--- src/rtl/shuffle_pkg.sv ---
// shuffle_pkg: shared types and constants for the RC4 key-scheduling shuffle
// engine (shuffle_responder and its key_byte_select helper).
package shuffle_pkg;

    localparam int ADDR_W = 8;
    localparam int DATA_W = 8;
    localparam logic [ADDR_W-1:0] LAST_INDEX = 8'd255;

    // Key index width: wide enough for KEY_BYTES up to 16.
    localparam int KIDX_W = 4;

    typedef enum logic [3:0] {
        IDLE,
        RD_I,
        WT_I,
        RD_J,
        WT_J,
        WR_I,
        WR_J,
        NEXT,
        DONE
    } shuffle_state_t;

endpackage

--- src/rtl/key_byte_select.sv ---
// key_byte_select: picks key byte k out of the latched secret key.
// Byte 0 is the most significant byte of the key vector.
// Ports:
//   key      in  8*KEY_BYTES  latched secret key
//   k        in  KIDX_W       key byte index (0..KEY_BYTES-1)
//   key_byte out 8            selected byte
module key_byte_select
    import shuffle_pkg::*;
#(
    parameter int KEY_BYTES = 3
) (
    input  logic [8*KEY_BYTES-1:0] key,
    input  logic [KIDX_W-1:0]      k,
    output logic [DATA_W-1:0]      key_byte
);

    always_comb begin
        key_byte = '0;
        for (int n = 0; n < KEY_BYTES; n++) begin
            if (k == KIDX_W'(n)) begin
                key_byte = key[8*(KEY_BYTES-1-n) +: 8];
            end
        end
    end

endmodule

--- src/rtl/shuffle_responder.sv ---
// shuffle_responder: RC4 key-scheduling swap loop over the S-array RAM.
// On start (sampled in IDLE) it runs 256 iterations of
//   j = j + s[i] + key[i mod KEY_BYTES]; swap s[i], s[j]
// and then pulses finish for one cycle.
// Optional feature: define SHUFFLE_SKIP_SELF_SWAP_EN to skip the two
// writes of any iteration where j == i.
// Ports:
//   clk          in   system clock, rising edge
//   reset_n      in   asynchronous active-low reset
//   start        in   request pulse (IDLE only)
//   secret_key   in   8*KEY_BYTES key, captured at accept
//   read_data    in   RAM q, valid the cycle after the address
//   address      out  RAM address
//   write_data   out  RAM write data
//   write_enable out  RAM write strobe
//   finish       out  one-cycle completion pulse
//
// state | meaning
// IDLE  | waiting for start
// RD_I  | present i to RAM
// WT_I  | s[i] on q; capture si, update j
// RD_J  | present new j to RAM
// WT_J  | s[j] on q; capture sj
// WR_I  | write sj to s[i]
// WR_J  | write si to s[j]
// NEXT  | advance i and k, or finish after i == 255
// DONE  | finish pulse
module shuffle_responder
    import shuffle_pkg::*;
#(
    parameter int KEY_BYTES = 3
) (
    input  logic                   clk,
    input  logic                   reset_n,
    input  logic                   start,
    input  logic [8*KEY_BYTES-1:0] secret_key,
    input  logic [DATA_W-1:0]      read_data,
    output logic [ADDR_W-1:0]      address,
    output logic [DATA_W-1:0]      write_data,
    output logic                   write_enable,
    output logic                   finish
);

    localparam logic [KIDX_W-1:0] K_LAST = KIDX_W'(KEY_BYTES - 1);

    shuffle_state_t state, next_state;

    logic [ADDR_W-1:0]      i, j;
    logic [DATA_W-1:0]      si, sj;
    logic [KIDX_W-1:0]      k;
    logic [8*KEY_BYTES-1:0] key_q;
    logic [DATA_W-1:0]      key_byte;

    key_byte_select #(.KEY_BYTES(KEY_BYTES)) u_key_sel (
        .key      (key_q),
        .k        (k),
        .key_byte (key_byte)
    );

    always_ff @(posedge clk or negedge reset_n) begin
        if (!reset_n) state <= IDLE;
        else          state <= next_state;
    end

    always_comb begin
        next_state = state;
        case (state)
            IDLE: if (start) next_state = RD_I;
            RD_I: next_state = WT_I;
            WT_I: next_state = RD_J;
            RD_J: next_state = WT_J;
`ifdef SHUFFLE_SKIP_SELF_SWAP_EN
            WT_J: next_state = (j == i) ? NEXT : WR_I;
`else
            WT_J: next_state = WR_I;
`endif
            WR_I: next_state = WR_J;
            WR_J: next_state = NEXT;
            NEXT: next_state = (i == LAST_INDEX) ? DONE : RD_I;
            DONE: next_state = IDLE;
            default: next_state = IDLE;
        endcase
    end

    always_ff @(posedge clk or negedge reset_n) begin
        if (!reset_n) begin
            i     <= '0;
            j     <= '0;
            k     <= '0;
            si    <= '0;
            sj    <= '0;
            key_q <= '0;
        end else begin
            case (state)
                IDLE: begin
                    if (start) begin
                        i     <= '0;
                        j     <= '0;
                        k     <= '0;
                        key_q <= secret_key;
                    end
                end
                WT_I: begin
                    si <= read_data;
                    j  <= j + read_data + key_byte;
                end
                WT_J: sj <= read_data;
                NEXT: begin
                    if (i != LAST_INDEX) begin
                        i <= i + 8'd1;
                        // Wrapping key index by compare, not by modulo.
                        k <= (k == K_LAST) ? '0 : k + KIDX_W'(1);
                    end
                end
                default: ;
            endcase
        end
    end

    always_comb begin
        address      = '0;
        write_data   = '0;
        write_enable = 1'b0;
        finish       = 1'b0;
        case (state)
            RD_I, WT_I, NEXT: address = i;
            RD_J, WT_J:       address = j;
            WR_I: begin
                address      = i;
                write_data   = sj;
                write_enable = 1'b1;
            end
            WR_J: begin
                address      = j;
                write_data   = si;
                write_enable = 1'b1;
            end
            DONE: finish = 1'b1;
            default: ;
        endcase
    end

endmodule

--- config.mk ---
export PLATFORM = sky130hd
export DESIGN_NAME = shuffle_responder
export DESIGN_NICKNAME = d
export VERILOG_FILES = /design/src/rtl/shuffle_pkg.sv /design/src/rtl/key_byte_select.sv /design/src/rtl/shuffle_responder.sv
export SDC_FILE = /design/constraint.sdc
export NUM_CORES = 1
export LEC_CHECK = 0
export ABC_AREA = 1
export ABC_CLOCK_PERIOD_IN_PS = 4900
export CORE_MARGIN = 2
export CORE_UTILIZATION = 40
export DETAILED_ROUTE_END_ITERATION = 16
export PLACE_DENSITY_LB_ADDON = 0.25
export SLEW_MARGIN = 20
export SYNTH_ARGS = -nofsm -noshare
export SYNTH_HDL_FRONTEND = slang
export SYNTH_HIERARCHICAL = 1
export SYNTH_SLANG_ARGS = --single-unit
export TNS_END_PERCENT = 50
--- constraint.sdc ---
create_clock -name clk -period 4.9 [get_ports clk]
set_input_delay 1.47 -clock clk [delete_from_list [all_inputs] [get_ports clk]]
set_output_delay 1.47 -clock clk [all_outputs]
set_load 0.05 [all_outputs]
==> flow_summary.json, run 1 <==
{
  "clkSinkCount": 64,
  "htree_levels": 3,
  "synth_area_leaders": "dfrtp_1 (44%), nand2_1 (16%), nand3_1 (8.9%), inv_1 (5.2%), fa_1 (4.4%)",
  "synth_cell_type_count": 28,
  "critical_path_class": "flip-flop to output port",
  "cap_viol_max_count": 0,
  "tns_ns": 0,
  "core_area_um2": 8721,
  "vdd.ir_drop.worst_v": 0.0002336,
  "power.leakage_nw": 2.189,
  "initial_core_util": 0.4135,
  "final-max-slew-violation-count": 0,
  "final_cell_area_um2": 4359,
  "drtIter0Drc": 151,
  "yosysTopAreaCellShare": 0.4441,
  "slowest_stage": "clkdlybuf4s50_1",
  "gr-total-overflow": 0,
  "post-cts-setup-buffers": 0,
  "clock_latency_ns": 0.33,
  "synth_enable_flop_cells": 0,
  "use_met3": 0.03972,
  "drc": 0,
  "fin_crit_ns": 4.140,
  "cp_cell_sequence": "inv_2 > nand2_1 > o21ai_0 > inv_1 > o21ai_0 > clkdlybuf4s50_1",
  "rr_endpoint": "j[7]$_DFFE_PN0P_",
  "cp-endpoint": "address[2]",
  "skew_ns": 0.008246,
  "arrival_ns": 2.67,
  "p_clk_frac": 0.132,
  "cts_made_buffers": 9,
  "post_drt_wl_per_cell_um": 13.49,
  "cp_num_cells": 6,
  "synth_area_per_cell_um2": 7.722,
  "grt_max_degree": 41,
  "hpwlAfterDp_mm": 6.490,
  "die_w_um": 98.95,
  "cpMostUsedCell": "o21ai_0",
  "grt_util_met2": 0.3035,
  "p_int_mw": 1.526,
  "row_count": 34,
  "layout_commonest_cell": "nand2_1",
  "antenna_found_initial": 0,
  "finalSetupViolCount": 0,
  "r2r_cells": 13,
  "num-fill-cells": 858,
  "crit_path_max_incr_delay_ns": 0.85,
  "p_comb_frac": 0.558,
  "synth_cells": 467,
  "cts_tree": "built",
  "diodes": 0,
  "seqPwrFrac": 0.309,
  "timing.final.crit_share": 0.8449,
  "routed_wl_mm": 8.496,
  "cts_buffer_depth": 2,
  "placed_area_um2": 4199,
  "r2r_slack_ns": 1.88,
  "dr.pass1.iters": 4,
  "path_clk_slew_ns": 0.07,
  "layout.nets": 572,
  "vias": 3138,
  "grt_pass1_vias": 3069,
  "async_reset_ff_frac": 1.000,
  "path_delay_family": "buffers and inverters",
  "max_freq_ghz": 0.2415,
  "switching_share": 0.4825,
  "yosysSeqAreaShare": 0.4441,
  "powerDensity_nw_per_um2": 676.3,
  "cts_resized": 0,
  "endpoint_kind": "output port",
  "status": "finished clean",
  "grt_pass1_wl_mm": 14.61,
  "cts_hold_buf": 0,
  "ant_nets": 0,
  "crit_buf_inv": 3,
  "yosysWarnings": 6,
  "hold_violations": 0,
  "ys_seq_elements": 64,
  "drive_above_1_share": 0.06513,
  "crit_start": "state[3]$_DFFE_PN0P_",
  "syn_nets": 519,
  "synth_top_flop_cell": "dfrtp_1",
  "syn_area_um2": 3606,
  "area_delta_synth_final_pct": 20.89,
  "gp_congestion": 0.8654,
  "hp-class": "flip-flop to flip-flop",
  "critPathMaxFanout": 6,
  "cts-root-buf": "clkbuf_8",
  "viasPerCell": 4.981,
  "grt_use_met1": 0.2615,
  "switching_power_mw": 1.422,
  "io_buffers": 52,
  "seqCellArea_um2": 1602,
  "mostFrequentLayoutCells": "nand2_1 (157), nand3_1 (64), dfrtp_1 (64), clkdlybuf4s50_1 (51), inv_1 (50)",
  "r2r_start": "k[3]$_DFFE_PN0P_",
  "worst_setup_path_start_kind": "flip-flop",
  "tightest_slew_ns": 0.9211,
  "busiest_layer": "met2",
  "maxSlewHeadroom": 0.3859,
  "top_level_ports": 53,
  "dieArea_um2": 9790,
  "fp.dieH_um": 98.95,
  "grtUsageTotal": 0.1873,
  "worst_ep_required_time_ns": 3.43,
  "yosysTopAreaCell": "dfrtp_1",
  "multi_input_area_um2": 1732,
  "rsz0062_at_grt": "false"
}
-- synth_stat cells (2+ instances only) --
| cell | number |
|---|---|
| nand2_1 | 157 |
| dfrtp_1 | 64 |
| nand3_1 | 64 |
| inv_1 | 50 |
| o21ai_0 | 31 |
| nor2_1 | 19 |
| a21oi_1 | 9 |
| ha_1 | 9 |
| fa_1 | 8 |
| o22ai_1 | 8 |
| nor2_2 | 7 |
| xor2_1 | 5 |
| buf_2 | 4 |
| inv_2 | 4 |
| o21ai_1 | 4 |
| buf_4 | 3 |
| clkbuf_1 | 3 |
| nand2_2 | 3 |
| nor2_4 | 3 |
| and2_1 | 2 |
| nand4_1 | 2 |
| nor3_1 | 2 |
-- per-layer routing --
metal,vias to the layer above,wire [um],part of all wire
li1,1594,-,-
met1,1479,4018,0.47
met2,63,4124,0.49
met3,2,333,0.039
met4,0,19,0.0022
met5,-,0,0
-- worst min-delay path by stage --
stage | from | to | slack (ns) | cells past startpoint
after global routing | key_q[4]$_DFFE_PN0P_ | key_q[4]$_DFFE_PN0P_ | 0.50 | 2
after CTS | key_q[21]$_DFFE_PN0P_ | key_q[21]$_DFFE_PN0P_ | 0.48 | 2
final | key_q[21]$_DFFE_PN0P_ | key_q[21]$_DFFE_PN0P_ | 0.48 | 2
after global placement | key_q[21]$_DFFE_PN0P_ | key_q[21]$_DFFE_PN0P_ | 0.46 | 2
after detailed placement | key_q[21]$_DFFE_PN0P_ | key_q[21]$_DFFE_PN0P_ | 0.47 | 2
after floorplan | key_q[16]$_DFFE_PN0P_ | key_q[16]$_DFFE_PN0P_ | 0.45 | 2
-- worst reg2reg max path: stages, from the launching register on --
cell     delay (ns)
dfrtp_1        0.43
nor2_2         0.68
nand3_1        0.24
nand3_1        0.24
fa_1           0.23
ha_1           0.19
inv_1          0.06
fa_1           0.42
inv_1          0.10
nand3_1        0.09
nand3_1        0.07
nand2_1        0.05
nand3_1        0.07
nand2_1        0.06
-- stage by stage --
step	setup WS, ns	power [mW]	util	hold WS (ns)	instances
final	0.7598	2.948	0.4999	0.4789	630
after global routing	0.6343	3.259	0.4999	0.5011	630
after CTS	0.7531	2.977	0.4999	0.4833	630
after detailed placement	1.124	2.569	0.4815	0.4657	617
after global placement	1.130	2.516	0.4815	0.4628	617
after floorplan	1.342	2.120	-	0.4495	467
-- state kept, by name (all words and copies together) (netlist names) --
signal	cells
i	8
state	4
si	8
j	8
k	4
sj	8
key_q	24
-- kinds of logic (layout without fill, tap and decap cells) --
kind of cell,count (synthesis),in the layout,share of synthesized area
xor+xnor,6,6,0.01457
buf+inv,66,121,0.07564
fa+ha+maj,17,17,0.07564
flops,64,64,0.4441
simple gates,261,261,0.3130
compound gates,53,53,0.07703
-- power by group through the flow --
| stage | registers [mW] | logic, mW | clock network, mW |
|---|---|---|---|
| after detailed placement | 0.922 | 1.65 | 0 |
| after global routing | 0.942 | 1.88 | 0.435 |
| final | 0.912 | 1.65 | 0.390 |
| after floorplan | 0.878 | 1.24 | 0 |
| after CTS | 0.914 | 1.66 | 0.407 |
| after global placement | 0.916 | 1.60 | 0 |
-- final cells by class --
cell class	instances	area share
flip-flops and latches	64	0.3674
inverters	55	0.04765
well taps	108	0.03100
multi-input cells	337	0.3972
repair buffers	53	0.1200
clock inverters	1	0.001148
clock buffers	12	0.03559
No activity file was read; power rests on OpenSTA's default activity.
==> inputs of run 2 (changes only) <==
- ABC_CLOCK_PERIOD_IN_PS: 4900 -> 3450
- clock period: 4.9 -> 3.45 ns (I/O delays scaled with it)
==> flow_summary.json, run 2 (synthesized netlist as in run 1, its figures left out) <==
{
  "die_w_um": 98.95,
  "layout.nets": 574,
  "largest_register": "key_q",
  "max_freq_ghz": 0.3033,
  "p_clk_frac": 0.179,
  "skew_ns": 0.007593,
  "worst_ep_required_time_ns": 2.41,
  "powerDensity_nw_per_um2": 985.3,
  "placedCellCount": 619,
  "p_comb_frac": 0.526,
  "status": "finished clean",
  "place_ws_ns": 0.1646,
  "dr.pass1.iters": 4,
  "worst_setup_path_start_kind": "flip-flop",
  "initial_core_util": 0.4135,
  "gp_congestion": 0.8642,
  "seqPwrFrac": 0.296,
  "path_clk_slew_ns": 0.08,
  "crit_path_max_incr_delay_ns": 0.79,
  "cts_hold_buf": 0,
  "grt_pass1_wl_mm": 14.46,
  "vias": 3175,
  "ant_nets": 0,
  "fp.dieH_um": 98.95,
  "hold_violations": 0,
  "top_level_ports": 53,
  "gr-total-overflow": 0,
  "clkSinkCount": 64,
  "fin_crit_ns": 3.297,
  "routed_wl_mm": 8.477,
  "post_drt_wl_per_cell_um": 13.35,
  "num-fill-cells": 844,
  "p_int_mw": 2.345,
  "htree_levels": 3,
  "largest_reg_flops": 24,
  "finalSetupViolCount": 0,
  "drtIter0Drc": 155,
  "io_buffers": 52,
  "row_count": 34,
  "hp-class": "flip-flop to flip-flop",
  "cp_cell_sequence": "inv_2 > nand2_1 > inv_2 > nand3_1 > nand2_1 > clkdlybuf4s50_1",
  "utilization": 0.5118,
  "endpoint_kind": "output port",
  "switching_power_mw": 2.052,
  "critPathMaxFanout": 17,
  "grt_max_degree": 34,
  "cts_buffer_depth": 2,
  "setup_ws_ns": 0.1529,
  "area_delta_synth_final_pct": 23.77,
  "power.leakage_nw": 2.338,
  "grtUsageTotal": 0.1828,
  "critical_path_class": "flip-flop to output port",
  "tightest_slew_ns": 0.7774,
  "antenna_found_initial": 0,
  "drc": 0,
  "tns_ns": 0,
  "mostFrequentLayoutCells": "nand2_1 (157), nand3_1 (64), dfrtp_1 (64), inv_1 (50), clkdlybuf4s50_1 (38)",
  "cts-root-buf": "clkbuf_8",
  "drive_above_1_share": 0.09108,
  "dieArea_um2": 9790,
  "grt_pass1_vias": 3068,
  "diodes": 0,
  "layout_commonest_cell": "nand2_1",
  "r2r_cells": 13,
  "cts_made_buffers": 9,
  "maxSlewHeadroom": 0.4817,
  "arrival_ns": 2.26,
  "viasPerCell": 5.000,
  "timing.final.crit_share": 0.9557,
  "cap_viol_max_count": 0,
  "min_path_cells": 2,
  "final-max-slew-violation-count": 0,
  "switching_share": 0.4666,
  "cts_tree": "built",
  "core_area_um2": 8721,
  "hpwlAfterDp_mm": 6.258,
  "post-cts-setup-buffers": 0,
  "clock_latency_ns": 0.34,
  "slowest_stage": "clkdlybuf4s50_1",
  "vdd.ir_drop.worst_v": 0.0003714,
  "cts_resized": 0,
  "final_cell_count_no_fill": 635,
  "rsz0062_at_grt": "false"
}
-- run 2: changes by cell type in the layout (fill, tap and decap cells not counted), sizes merged --
| cell | previous run | this run |
|---|---|---|
| dlymetal6s2s | 0 | 5 |
| clkinv | 2 | 4 |
| clkdlybuf4s50 | 51 | 38 |
| bufinv | 0 | 3 |
| clkbuf | 12 | 9 |
| clkinvlp | 0 | 1 |
| buf | 2 | 12 |
-- run 2: final timing paths --
check | startpoint | endpoint | slack (ns)
min in group asynchronous | reset_n | si[5]$_DFFE_PN0P_ | 0.77
worst min-delay path | key_q[23]$_DFFE_PN0P_ | key_q[23]$_DFFE_PN0P_ | 0.48
worst max register to register | k[2]$_DFFE_PN0P_ | j[7]$_DFFE_PN0P_ | 0.77
worst min register to register | key_q[23]$_DFFE_PN0P_ | key_q[23]$_DFFE_PN0P_ | 0.48
worst max-delay path | state[3]$_DFFE_PN0P_ | write_data[2] | 0.15
max in group asynchronous | reset_n | j[5]$_DFFE_PN0P_ | 2.03
-- run 2: cell type report --
type	instances	area (um^2)	area share
Multi-Input combinational cell	337	1732	0.3880
Sequential cell	64	1602	0.3588
Timing Repair Buffer	55	543.0	0.1217
Inverter	55	207.7	0.04654
Tap cell	108	135.1	0.03028
Clock buffer	9	123.9	0.02775
Clock inverter	7	120.1	0.02691
-- run 2: power by group through the flow --
stage	clock, mW	combinational, mW	sequential (mW)
floorplan	0	1.76	1.25
global placement	0	2.25	1.30
detailed placement	0	2.31	1.31
CTS	0.812	2.33	1.30
global route	0.840	2.62	1.34
finish	0.786	2.31	1.30
-- run 2: worst max-delay path: cells and delay by family (launching register included) --
kind                   cells  cell delay [ns]
buffers and inverters      3             1.15
DFF                        1             0.41
and+or+nand+nor            3             0.35
-- run 2: stage by stage --
step | total power [mW] | cell area, um^2 | hold slack (ns)
floorplan | 3.011 | 3606 | 0.4495
global placement | 3.556 | 4207 | 0.4642
detailed placement | 3.625 | 4207 | 0.4671
CTS | 4.442 | 4451 | 0.4892
global route | 4.797 | 4463 | 0.5153
finish | 4.398 | 4463 | 0.4844
-- run 2: per-layer routing --
layer,GRT usage,share of wire
met1,0.2421,0.45
met2,0.3004,0.48
met3,0.04752,0.059
met4,0.04636,0.011
met5,0,0
